--- src/rtl/ex_stage_pkg.sv ---
// Shared types and constants for the execute stage: bundle layouts, opcodes, flag bits.
package ex_stage_pkg;

  localparam int unsigned DW      = 16;
  localparam int unsigned PCW     = 32;
  localparam int unsigned IDEX_W  = 91;
  localparam int unsigned EXMEM_W = 79;
  localparam int unsigned CCR_W   = 3;

  // CCR bit positions, ccr = {C,N,Z}
  localparam int unsigned FLAG_Z = 0;
  localparam int unsigned FLAG_N = 1;
  localparam int unsigned FLAG_C = 2;

  // Selected field offsets of the flat bundles
  localparam int unsigned IDEX_DATA1_LSB  = 9;
  localparam int unsigned IDEX_DATA2_LSB  = 25;
  localparam int unsigned IDEX_PC_LSB     = 52;
  localparam int unsigned EXMEM_STORE_LSB = 16;
  localparam int unsigned EXMEM_PC_LSB    = 43;
  localparam int unsigned EXMEM_CCR_LSB   = 75;
  localparam int unsigned EXMEM_VALID_BIT = 78;

  typedef enum logic [2:0] {
    ALU_NOT = 3'b000,
    ALU_INC = 3'b001,
    ALU_DEC = 3'b010,
    ALU_ADD = 3'b011,
    ALU_SUB = 3'b100,
    ALU_AND = 3'b101,
    ALU_OR  = 3'b110,
    ALU_MOV = 3'b111
  } alu_op_e;

  typedef enum logic [1:0] {
    FD_NONE   = 2'b00,
    FD_EXMEM  = 2'b01,
    FD_MEMWB  = 2'b10,
    FD_EXMEM2 = 2'b11
  } fd_e;

  typedef enum logic [1:0] {
    FGS_HOLD    = 2'b00,
    FGS_LOAD    = 2'b01,
    FGS_RESTORE = 2'b10,
    FGS_CLEAR   = 2'b11
  } fgs_e;

  typedef enum logic [2:0] {
    JC_ALWAYS = 3'b000,
    JC_Z      = 3'b001,
    JC_N      = 3'b010,
    JC_C      = 3'b011
  } jcond_e;

  // ID/EX bundle, MSB first (Stack_Flags at bit 90 down to IOR at bit 0)
  typedef struct packed {
    logic          stack_flags;
    logic          stack_pc;
    logic          imm;
    logic [2:0]    src_addr;
    logic          jwsp;
    logic [31:0]   pc;
    logic [1:0]    fgs;
    logic          spop;
    logic          sp;
    logic          jmp;
    logic          wb;
    logic          mw;
    logic          mr;
    logic [2:0]    wb_addr;
    logic [15:0]   data2;
    logic [15:0]   data1;
    logic [1:0]    fd;
    logic          alu;
    logic [2:0]    alu_op;
    logic          ops;
    logic          iow;
    logic          ior;
  } id_ex_t;

  // EX/MEM bundle, MSB first (Valid at bit 78 down to Result at bit 0)
  typedef struct packed {
    logic          valid;
    logic [2:0]    ccr;
    logic [31:0]   pc;
    logic          stack_flags;
    logic          stack_pc;
    logic          jwsp;
    logic          spop;
    logic          sp;
    logic          wb;
    logic          mw;
    logic          mr;
    logic [2:0]    wb_addr;
    logic [15:0]   store_data;
    logic [15:0]   result;
  } ex_mem_t;

endpackage

--- src/rtl/ex_stage_alu.sv ---
// Combinational 16-bit ALU; carry is bit 16 of the 17-bit sum (borrow for subtraction).
module alu16
  import ex_stage_pkg::*;
(
  input  logic [DW-1:0] op1,
  input  logic [DW-1:0] op2,
  input  logic [2:0]    alu_op,
  input  logic          c_in,
  output logic [DW-1:0] result_c,
  output logic          z_c,
  output logic          n_c,
  output logic          c_c
);

  localparam int unsigned SW = DW + 1;

  logic [SW-1:0] sum;

  always_comb begin
    sum      = '0;
    result_c = '0;
    c_c      = c_in;
    case (alu_op)
      ALU_NOT: result_c = ~op1;
      ALU_INC: begin
        sum      = SW'(op1) + SW'(1);
        result_c = sum[DW-1:0];
        c_c      = sum[DW];
      end
      ALU_DEC: begin
        sum      = SW'(op1) - SW'(1);
        result_c = sum[DW-1:0];
        c_c      = sum[DW];
      end
      ALU_ADD: begin
        sum      = SW'(op1) + SW'(op2);
        result_c = sum[DW-1:0];
        c_c      = sum[DW];
      end
      ALU_SUB: begin
        sum      = SW'(op1) - SW'(op2);
        result_c = sum[DW-1:0];
        c_c      = sum[DW];
      end
      ALU_AND: result_c = op1 & op2;
      ALU_OR:  result_c = op1 | op2;
      ALU_MOV: result_c = op1;
      default: result_c = op1;
    endcase
    z_c = (result_c == '0);
    n_c = result_c[DW-1];
  end

endmodule

--- src/rtl/ex_stage.sv ---
// Execute stage: operand forwarding, ALU, CCR, jump resolution, IN/OUT ports and EX/MEM register.
module ex_stage
  import ex_stage_pkg::*;
(
  input  logic               clk,
  input  logic               rst,
  input  logic [IDEX_W-1:0]  id_ex,
  input  logic [DW-1:0]      fwd_exmem,
  input  logic [DW-1:0]      fwd_memwb,
  input  logic [DW-1:0]      in_port,
  input  logic               stall,
  input  logic               flush,
  output logic [EXMEM_W-1:0] ex_mem,
  output logic [CCR_W-1:0]   ccr,
  output logic [DW-1:0]      out_port,
  output logic               jump_taken,
  output logic [PCW-1:0]     jump_target
);

  id_ex_t          ide;
  ex_mem_t         em_q;
  ex_mem_t         em_next;
  logic [DW-1:0]   op1;
  logic [DW-1:0]   alu_res;
  logic            alu_z;
  logic            alu_n;
  logic            alu_c;
  logic            cond;
  logic            jmp_hit;
  logic [CCR_W-1:0] ccr_next;
  logic            unused_fields;

  assign ide           = id_ex_t'(id_ex);
  assign unused_fields = ^{ide.ops, ide.src_addr, ide.imm};

  // Operand 1 forwarding; code 11 aliases the EX/MEM path
  always_comb begin
    case (ide.fd)
      FD_EXMEM, FD_EXMEM2: op1 = fwd_exmem;
      FD_MEMWB:            op1 = fwd_memwb;
      default:             op1 = ide.data1;
    endcase
  end

  alu16 u_alu (
    .op1      (op1),
    .op2      (ide.data2),
    .alu_op   (ide.alu_op),
    .c_in     (ccr[FLAG_C]),
    .result_c (alu_res),
    .z_c      (alu_z),
    .n_c      (alu_n),
    .c_c      (alu_c)
  );

  // Jump condition evaluated against the current (registered) flags
  always_comb begin
    cond = 1'b0;
    case (ide.alu_op)
      JC_ALWAYS: cond = 1'b1;
      JC_Z:      cond = ccr[FLAG_Z];
      JC_N:      cond = ccr[FLAG_N];
      JC_C:      cond = ccr[FLAG_C];
      default:   cond = 1'b0;
    endcase
  end

  assign jmp_hit     = ide.jmp & cond;
  assign jump_taken  = jmp_hit & ~stall & rst;
  assign jump_target = PCW'(op1);

  // Flag update; a taken conditional jump clears only the flag it tested
  always_comb begin
    ccr_next = ccr;
    case (ide.fgs)
      FGS_LOAD:    ccr_next = {alu_c, alu_n, alu_z};
      FGS_RESTORE: ccr_next = op1[CCR_W-1:0];
      FGS_CLEAR:   ccr_next = '0;
      default:     ccr_next = ccr;
    endcase
    if (jmp_hit) begin
      case (ide.alu_op)
        JC_Z:    ccr_next[FLAG_Z] = 1'b0;
        JC_N:    ccr_next[FLAG_N] = 1'b0;
        JC_C:    ccr_next[FLAG_C] = 1'b0;
        default: ;
      endcase
    end
  end

  always_comb begin
    em_next             = '0;
    em_next.valid       = 1'b1;
    em_next.ccr         = ccr_next;
    em_next.pc          = ide.pc;
    em_next.stack_flags = ide.stack_flags;
    em_next.stack_pc    = ide.stack_pc;
    em_next.jwsp        = ide.jwsp;
    em_next.spop        = ide.spop;
    em_next.sp          = ide.sp;
    em_next.wb          = ide.wb;
    em_next.mw          = ide.mw;
    em_next.mr          = ide.mr;
    em_next.wb_addr     = ide.wb_addr;
    em_next.store_data  = ide.data2;
    if (ide.ior)      em_next.result = in_port;
    else if (ide.alu) em_next.result = alu_res;
    else              em_next.result = op1;
  end

  // Priority: reset > stall > flush > normal
  always_ff @(posedge clk) begin
    if (!rst) begin
      em_q     <= '0;
      ccr      <= '0;
      out_port <= '0;
    end else if (!stall) begin
      if (flush) begin
        em_q <= '0;
      end else begin
        em_q <= em_next;
        ccr  <= ccr_next;
        if (ide.iow) out_port <= op1;
      end
    end
  end

  assign ex_mem = em_q;

endmodule
--- config.mk ---
export PLATFORM = sky130hd
export DESIGN_NAME = ex_stage
export DESIGN_NICKNAME = d
export VERILOG_FILES = /design/src/rtl/ex_stage_pkg.sv /design/src/rtl/ex_stage_alu.sv /design/src/rtl/ex_stage.sv
export SDC_FILE = /design/constraint.sdc
export NUM_CORES = 1
export LEC_CHECK = 0
export CELL_PAD_IN_SITES_DETAIL_PLACEMENT = 0
export CELL_PAD_IN_SITES_GLOBAL_PLACEMENT = 1
export CORE_UTILIZATION = 36
export CTS_CLUSTER_DIAMETER = 50
export DETAILED_ROUTE_END_ITERATION = 8
export PLACE_DENSITY = 0.85
export SYNTH_ARGS = -nofsm -noshare
export SYNTH_HDL_FRONTEND = slang
export SYNTH_HIERARCHICAL = 1
export SYNTH_SLANG_ARGS = --single-unit
--- constraint.sdc ---
create_clock -name clk -period 7.8 [get_ports clk]
set_input_delay 1.56 -clock clk [delete_from_list [all_inputs] [get_ports clk]]
set_output_delay 1.56 -clock clk [all_outputs]
set_load 0.02 [all_outputs]
### Yosys cells after proc, flatten, opt, wreduce, memory -nomap -nowiden

Index checks and enable logic that the tools add are counted.
Widths: inputs -> output; s select.

* $add $sub $neg: 4
* equality and inequality tests: 13
* mux-type cells: 12
* bitwise logic cells: 8
* reductions and logical operators: 5

Operators by type and width (number)
* $pmux 16 s8: 1
* $mux 79: 1
* $mux 16: 2
* $pmux 16 s2: 1
* $add 16x1->17 const B: 1
* $add 16x16->17: 1
* $sub 16x1->17 const B: 1
* $sub 16x16->17: 1
* $and 16x16->16: 1
* $logic_not 16->1: 1
* $not 16->16: 1
* $or 16x16->16: 1
* $eq 3x3->1 const B: 4
* $pmux 3 s3: 1
* $eq 2x2->1 const B: 4
* $pmux 1 s4: 2
* $eq 3x2->1 const B: 2
* $eq 2x1->1 const B: 2
* $and 1x1->1: 3
* $eq 3x1->1 const B: 1
* $logic_not 3->1: 1
* $mux 1: 3
* $mux 3: 1
* $reduce_and 3->1: 1
* 3 further kinds: 4

* flip-flop bits (word level): 98
* word-level logic and storage cells: 58

### Logic depth before layout (Yosys ltp)

* depth after elaboration: 10
* gate-level depth with buffers: 21

### Cells and area by module

The synthesis kept the hierarchy.

Modules (own cells, without submodules)
* ex_stage: instances 1, cells each 533, area an instance 4692.0 sq um, seq. area each 1961.9 sq um
* alu16: instances 1, cells each 545, area an instance 3691.0 sq um, seq. area each 0.0 sq um

### Worst setup path after synthesis

Ideal clock, no wire load.

* path kind: input to register
* start point: input id_ex[7]
* end point: register ccr[0]
* setup time: 74 ps
* data arrival time: 5854 ps
* setup slack: 1871 ps
* stages on the path: 19
* buffers on the path: 2
* cell sequence: buf_2 > buf_1 > nor2_1 > nor2_1 > inv_1 > ha_1 > fa_1 > xor2_1 > mux4_2 > nand2_1 > o31ai_1 > nor3_1 > o211ai_1 > or4_1 > or4_1 > nor4_2 > nor2b_1 > o221ai_1 > o21ai_0

* longest elaborated chain between the ends: 9
* elaborated cells between the ends (all ways): 17
* those cells by class: add/sub: 4; eq/ne: 3; mux: 5; bitwise: 3; reduce/logical: 2

Ends and longest elaborated chain
* from (decl): line ex_stage.sv:7 `input logic [IDEX_W-1:0] id_ex,`
* $eq 2x1->1 or $eq 2x2->1 (tied branches): line ex_stage.sv:38 `case (ide.fd)`
* $reduce_or 2->1: line ex_stage.sv:38
* $pmux 16 s2 *: line ex_stage.sv:38
* net jump_target[0]: line ex_stage.sv:17 `output logic [PCW-1:0] jump_target`
* $sub 16x16->17 (tied with other cells): line ex_stage_alu.sv:41 `sum = SW'(op1) - SW'(op2);`
* $pmux 16 s8 *: line ex_stage_alu.sv:23 `case (alu_op)`
* net alu_res[2]: line ex_stage.sv:24 `logic [DW-1:0] alu_res;`
* $logic_not 16->1 *: line ex_stage_alu.sv:50 `z_c = (result_c == '0);`
* net alu_z: line ex_stage.sv:25 `logic alu_z;`
* $pmux 3 s3 *: line ex_stage.sv:75 `case (ide.fgs)`
* $mux 1: line ex_stage.sv:82 `case (ide.alu_op)`
* $mux 3 *: line ex_stage.sv:81 `if (jmp_hit) begin`
* to (signal assigned): line ex_stage.sv:122 `ccr <= ccr_next;`
* to (decl): line ex_stage.sv:14 `output logic [CCR_W-1:0] ccr,`

The timed path passes the listed nets; every way through them passes the cells marked *.
A chain may end at the register's enable or synchronous reset.

### Final worst setup path

* start point: input id_ex[8]
* end point: register ccr[0]

* longest elaborated chain between the ends: 9
* elaborated cells between the ends (all ways): 17
* those cells by class: add/sub: 4; eq/ne: 3; mux: 5; bitwise: 3; reduce/logical: 2

Ends and longest elaborated chain (line)
* $eq 2x1->1 or $eq 2x2->1 (tied branches): ex_stage.sv:38
* $reduce_or 2->1: ex_stage.sv:38
* $pmux 16 s2 *: ex_stage.sv:38
* $sub 16x16->17 (tied with other cells): ex_stage_alu.sv:41
* $pmux 16 s8 *: ex_stage_alu.sv:23
* net alu_res[8]: ex_stage.sv:24
* $logic_not 16->1 *: ex_stage_alu.sv:50
* net alu_z: ex_stage.sv:25
* $pmux 3 s3 *: ex_stage.sv:75
* $mux 1: ex_stage.sv:82
* $mux 3 *: ex_stage.sv:81

Marks and branches as above.

==> results.md <==
- Synth Register Bits: 98
- Finish-stage setup viols: 0
- Vias in the first global route: 8507
- Initial Util: 0.369
- Clock sink count: between 90 and 100
- Buf/Inv on CP: 4
- First-pass GRT wire length: 47.5 mm
- Reg2reg end: ex_mem[77]
- Final period utilization: 0.861
- Tightest Pin Transition: 0.962 ns
- Crit-path max cell delay: 0.52 ns
- Syn_area_per_cell: 7.78 µm²
- Hold WS: 0.479 ns
- Number of synthesized flops with an enable pin: 0
- Status: complete, no violations
- Top delay family on crit path: simple AND/OR/NAND/NOR gates
- # port buffers: around 250
- Die height: 155 µm
- Hold Vio Cnt, Final: 0
- R2R setup slack: 6.30 ns
- Top cells by area, synth: dfxtp_1, ha_1, nor2b_1, a22oi_1, o21ai_0
- Gpl congestion: 0.885
- Synthesis warning total: 6
- Crit path arrival time: 6.98 ns
- Core area: 22700 µm²
- Pwr dens: 143 nW/µm²
- Critical Path Start Type: input port
- Top cell by count, worst path: nor2_1
- P_int: 1.02 mW
- CTS tree: built
- Leak: 4.28 nW
- Clk_skew: ~0.0057 ns
- Main synth FF type: dfxtp_1
- IO Count: approximately 270
- Die Span X: 155 µm
- Largest net degree at the start of global routing: 59
- Antenna violations before repair: 0
- CTS Buf Count: 9
- CTS H-tree depth: 3
- Worst hold path endpoint: out_port[0]
- Number of nets in the layout: 1483
- Post-CTS Setup Bufs: 0
- Initial DRC Count: roughly 760
- Crit path time final: 6.71 ns
- Pre-Repair DR Iteration Count: 7
- Yosys cell types: 87
- Mapped Area: 8380 µm²
- Max IR drop VDD: ~130 µV
- Overflow after GRT: 0
- Tot GR Track Use: 0.254
- Final Instance Area: between 10000 and 15000 µm²
- Fill cell count: 2194
- Row cnt: 55
- CP Cell Sequence: clkdlybuf4s50_1, buf_4, mux2_2, nor2_1, nor2_1, buf_4, inv_1, ha_1, fa_1, nor2_1, o221ai_2, a21oi_1, o22ai_1, o21ai_1, o221ai_2, or4_1, or4_1, nor4_2, nor2b_1, o221ai_1, o21ai_0
- Clock-pin slew on the worst setup and hold paths: 0.07 ns
- DRT Wirelength: 31.0 mm
- Max Buffers Root-to-Sink: 2
- Total die area: 23900 µm²
- Slew Viols, Final: 0
- Syn-to-layout area delta: 35.0%
- Slowest CP cell: or4_1
- Most frequent cells after synthesis: dfxtp_1, nor2b_1, nand2_1, nor2_1, o21ai_0
- FFs w/ async S/R, synth: 0
- Worst setup path start: id_ex[8]
- Clock power share: 0.281
- Post-Syn Instances: ~1100
- Routed vias/inst: 5.68
- Share of cells above drive strength 1: 0.0675
- CP max FO: 16
- Detailed-route via count: slightly below 9000
- Worst path required time: 8.07 ns
- Root Buffer: clkbuf_16
- Fmax: 149 MHz
- RR Startpoint: ccr[2]
- Seq/Total Area, Yosys: 0.234
- Later-pin clock latency in the skew report: approximately 0.35 ns
- RSZ-0062 raised after global routing: no
- Combinational Power Share: 0.390
- DRC: 0
- Sw Share: 0.368
- Diode count: 0
- Setup tns final: 0 ns
- Worst setup EP type: register
- Sequential power share: 0.329
- Post-CTS Resized: 0
- HP Class: reg -> reg
- Area leader, netlist: dfxtp_1
- Dpl hpwl: 23.6 mm
- Routed len/inst: 19.7 µm
- Slew margin rel.: 0.353
- Most common cell in the netlist: dfxtp_1
- Placed inst area: between 10000 and 15000 µm²
- R2R depth: 5
- Sw Pwr: between 0.5 and 0.6 mW
- Hold Buf Count CTS: 0
- Crit path kind: in -> reg
- Top-area cell type share of the netlist area: 0.234
- Hold path start: out_port[0]
- WHS Path Cells: 2
- Max-cap violations: 0
- Remaining antenna violation count after routing: 0
[worst min-delay path, delay by kind of cell (launching register included)]
family | cells | cell delay (ns)
flops | 1 | 0.32
compound gates | 1 | 0.06
simple gates | 1 | 0.05
[flip-flops by register name, indices dropped and copies added (netlist names)]
signal	count
ex_mem	79
out_port	16
ccr	3
[routing by layer]
metal	track usage	wire length [µm]
met3	0.0448	1680
met4	0.0745	640
met2	0.434	15100
met1	0.325	13600
met5	0	0
[placed cells by master, fill, tap and decap left out, types with 11 or more instances in the layout]
| cell type | instances |
|---|---|
| a21oi_1 | 34 |
| a22oi_1 | 68 |
| a32o_1 | 18 |
| buf_4 | 28 |
| clkdlybuf4s50_1 | 250 |
| conb_1 | 16 |
| dfxtp_1 | 98 |
| ha_1 | 54 |
| inv_1 | 47 |
| mux2i_1 | 13 |
| nand2_1 | 87 |
| nand2b_1 | 27 |
| nand3_1 | 17 |
| nor2_1 | 78 |
| nor2b_1 | 89 |
| nor3_1 | 17 |
| o21ai_0 | 70 |
| o31ai_1 | 11 |
| o32ai_1 | 17 |
| or3_1 | 23 |
| xnor2_1 | 13 |
[how the worst max path moves through the flow]
stage	depth (start not counted)	to
3_3_place_gp	21	ex_mem[75]
5_1_grt	20	ex_mem[75]
6_report	21	ccr[0]
4_1_cts	21	ccr[0]
3_5_place_dp	21	ccr[0]
2_1_floorplan	19	ccr[0]
[stage by stage]
stage,setup WS [ns],utilization,power (mW),instances
final,1.09,0.498,1.62,1574
after global placement,0.904,0.485,1.16,1558
after global routing,0.776,0.498,1.71,1574
after detailed placement,0.806,0.485,1.17,1558
after floorplan,1.87,-,0.933,1093
after CTS,1.16,0.498,1.63,1574
[cell families (layout without fill, tap and decap cells)]
| logic type | Yosys count | after routing | synth area share |
|---|---|---|---|
| mux | 31 | 31 | 0.0455 |
| fa+ha+maj | 56 | 56 | 0.0854 |
| flops | 98 | 98 | 0.234 |
| other cells | 1 | 16 | 0.000447 |
| xor+xnor | 15 | 15 | 0.0157 |
| compound gates | 328 | 328 | 0.285 |
| simple gates | 396 | 396 | 0.248 |
| buf+inv | 153 | 349 | 0.0855 |
[power groups by stage]
stage	clock network, mW	registers, mW	logic [mW]
6_report	0.455	0.533	0.633
3_3_place_gp	0	0.544	0.620
2_1_floorplan	0	0.568	0.365
5_1_grt	0.488	0.536	0.683
3_5_place_dp	0	0.544	0.624
4_1_cts	0.468	0.533	0.627
[final cells by class]
type	count	area, µm²	share of cell area
clock buffers	9	225	0.0199
flip-flops and latches	98	1960	0.173
repair buffers	279	2720	0.240
multi-input cells	842	5770	0.510
clock inverters	7	81.3	0.00719
inverters	54	203	0.0179
well taps	285	357	0.0315
Note: power is estimated with default switching activity, not from simulation.
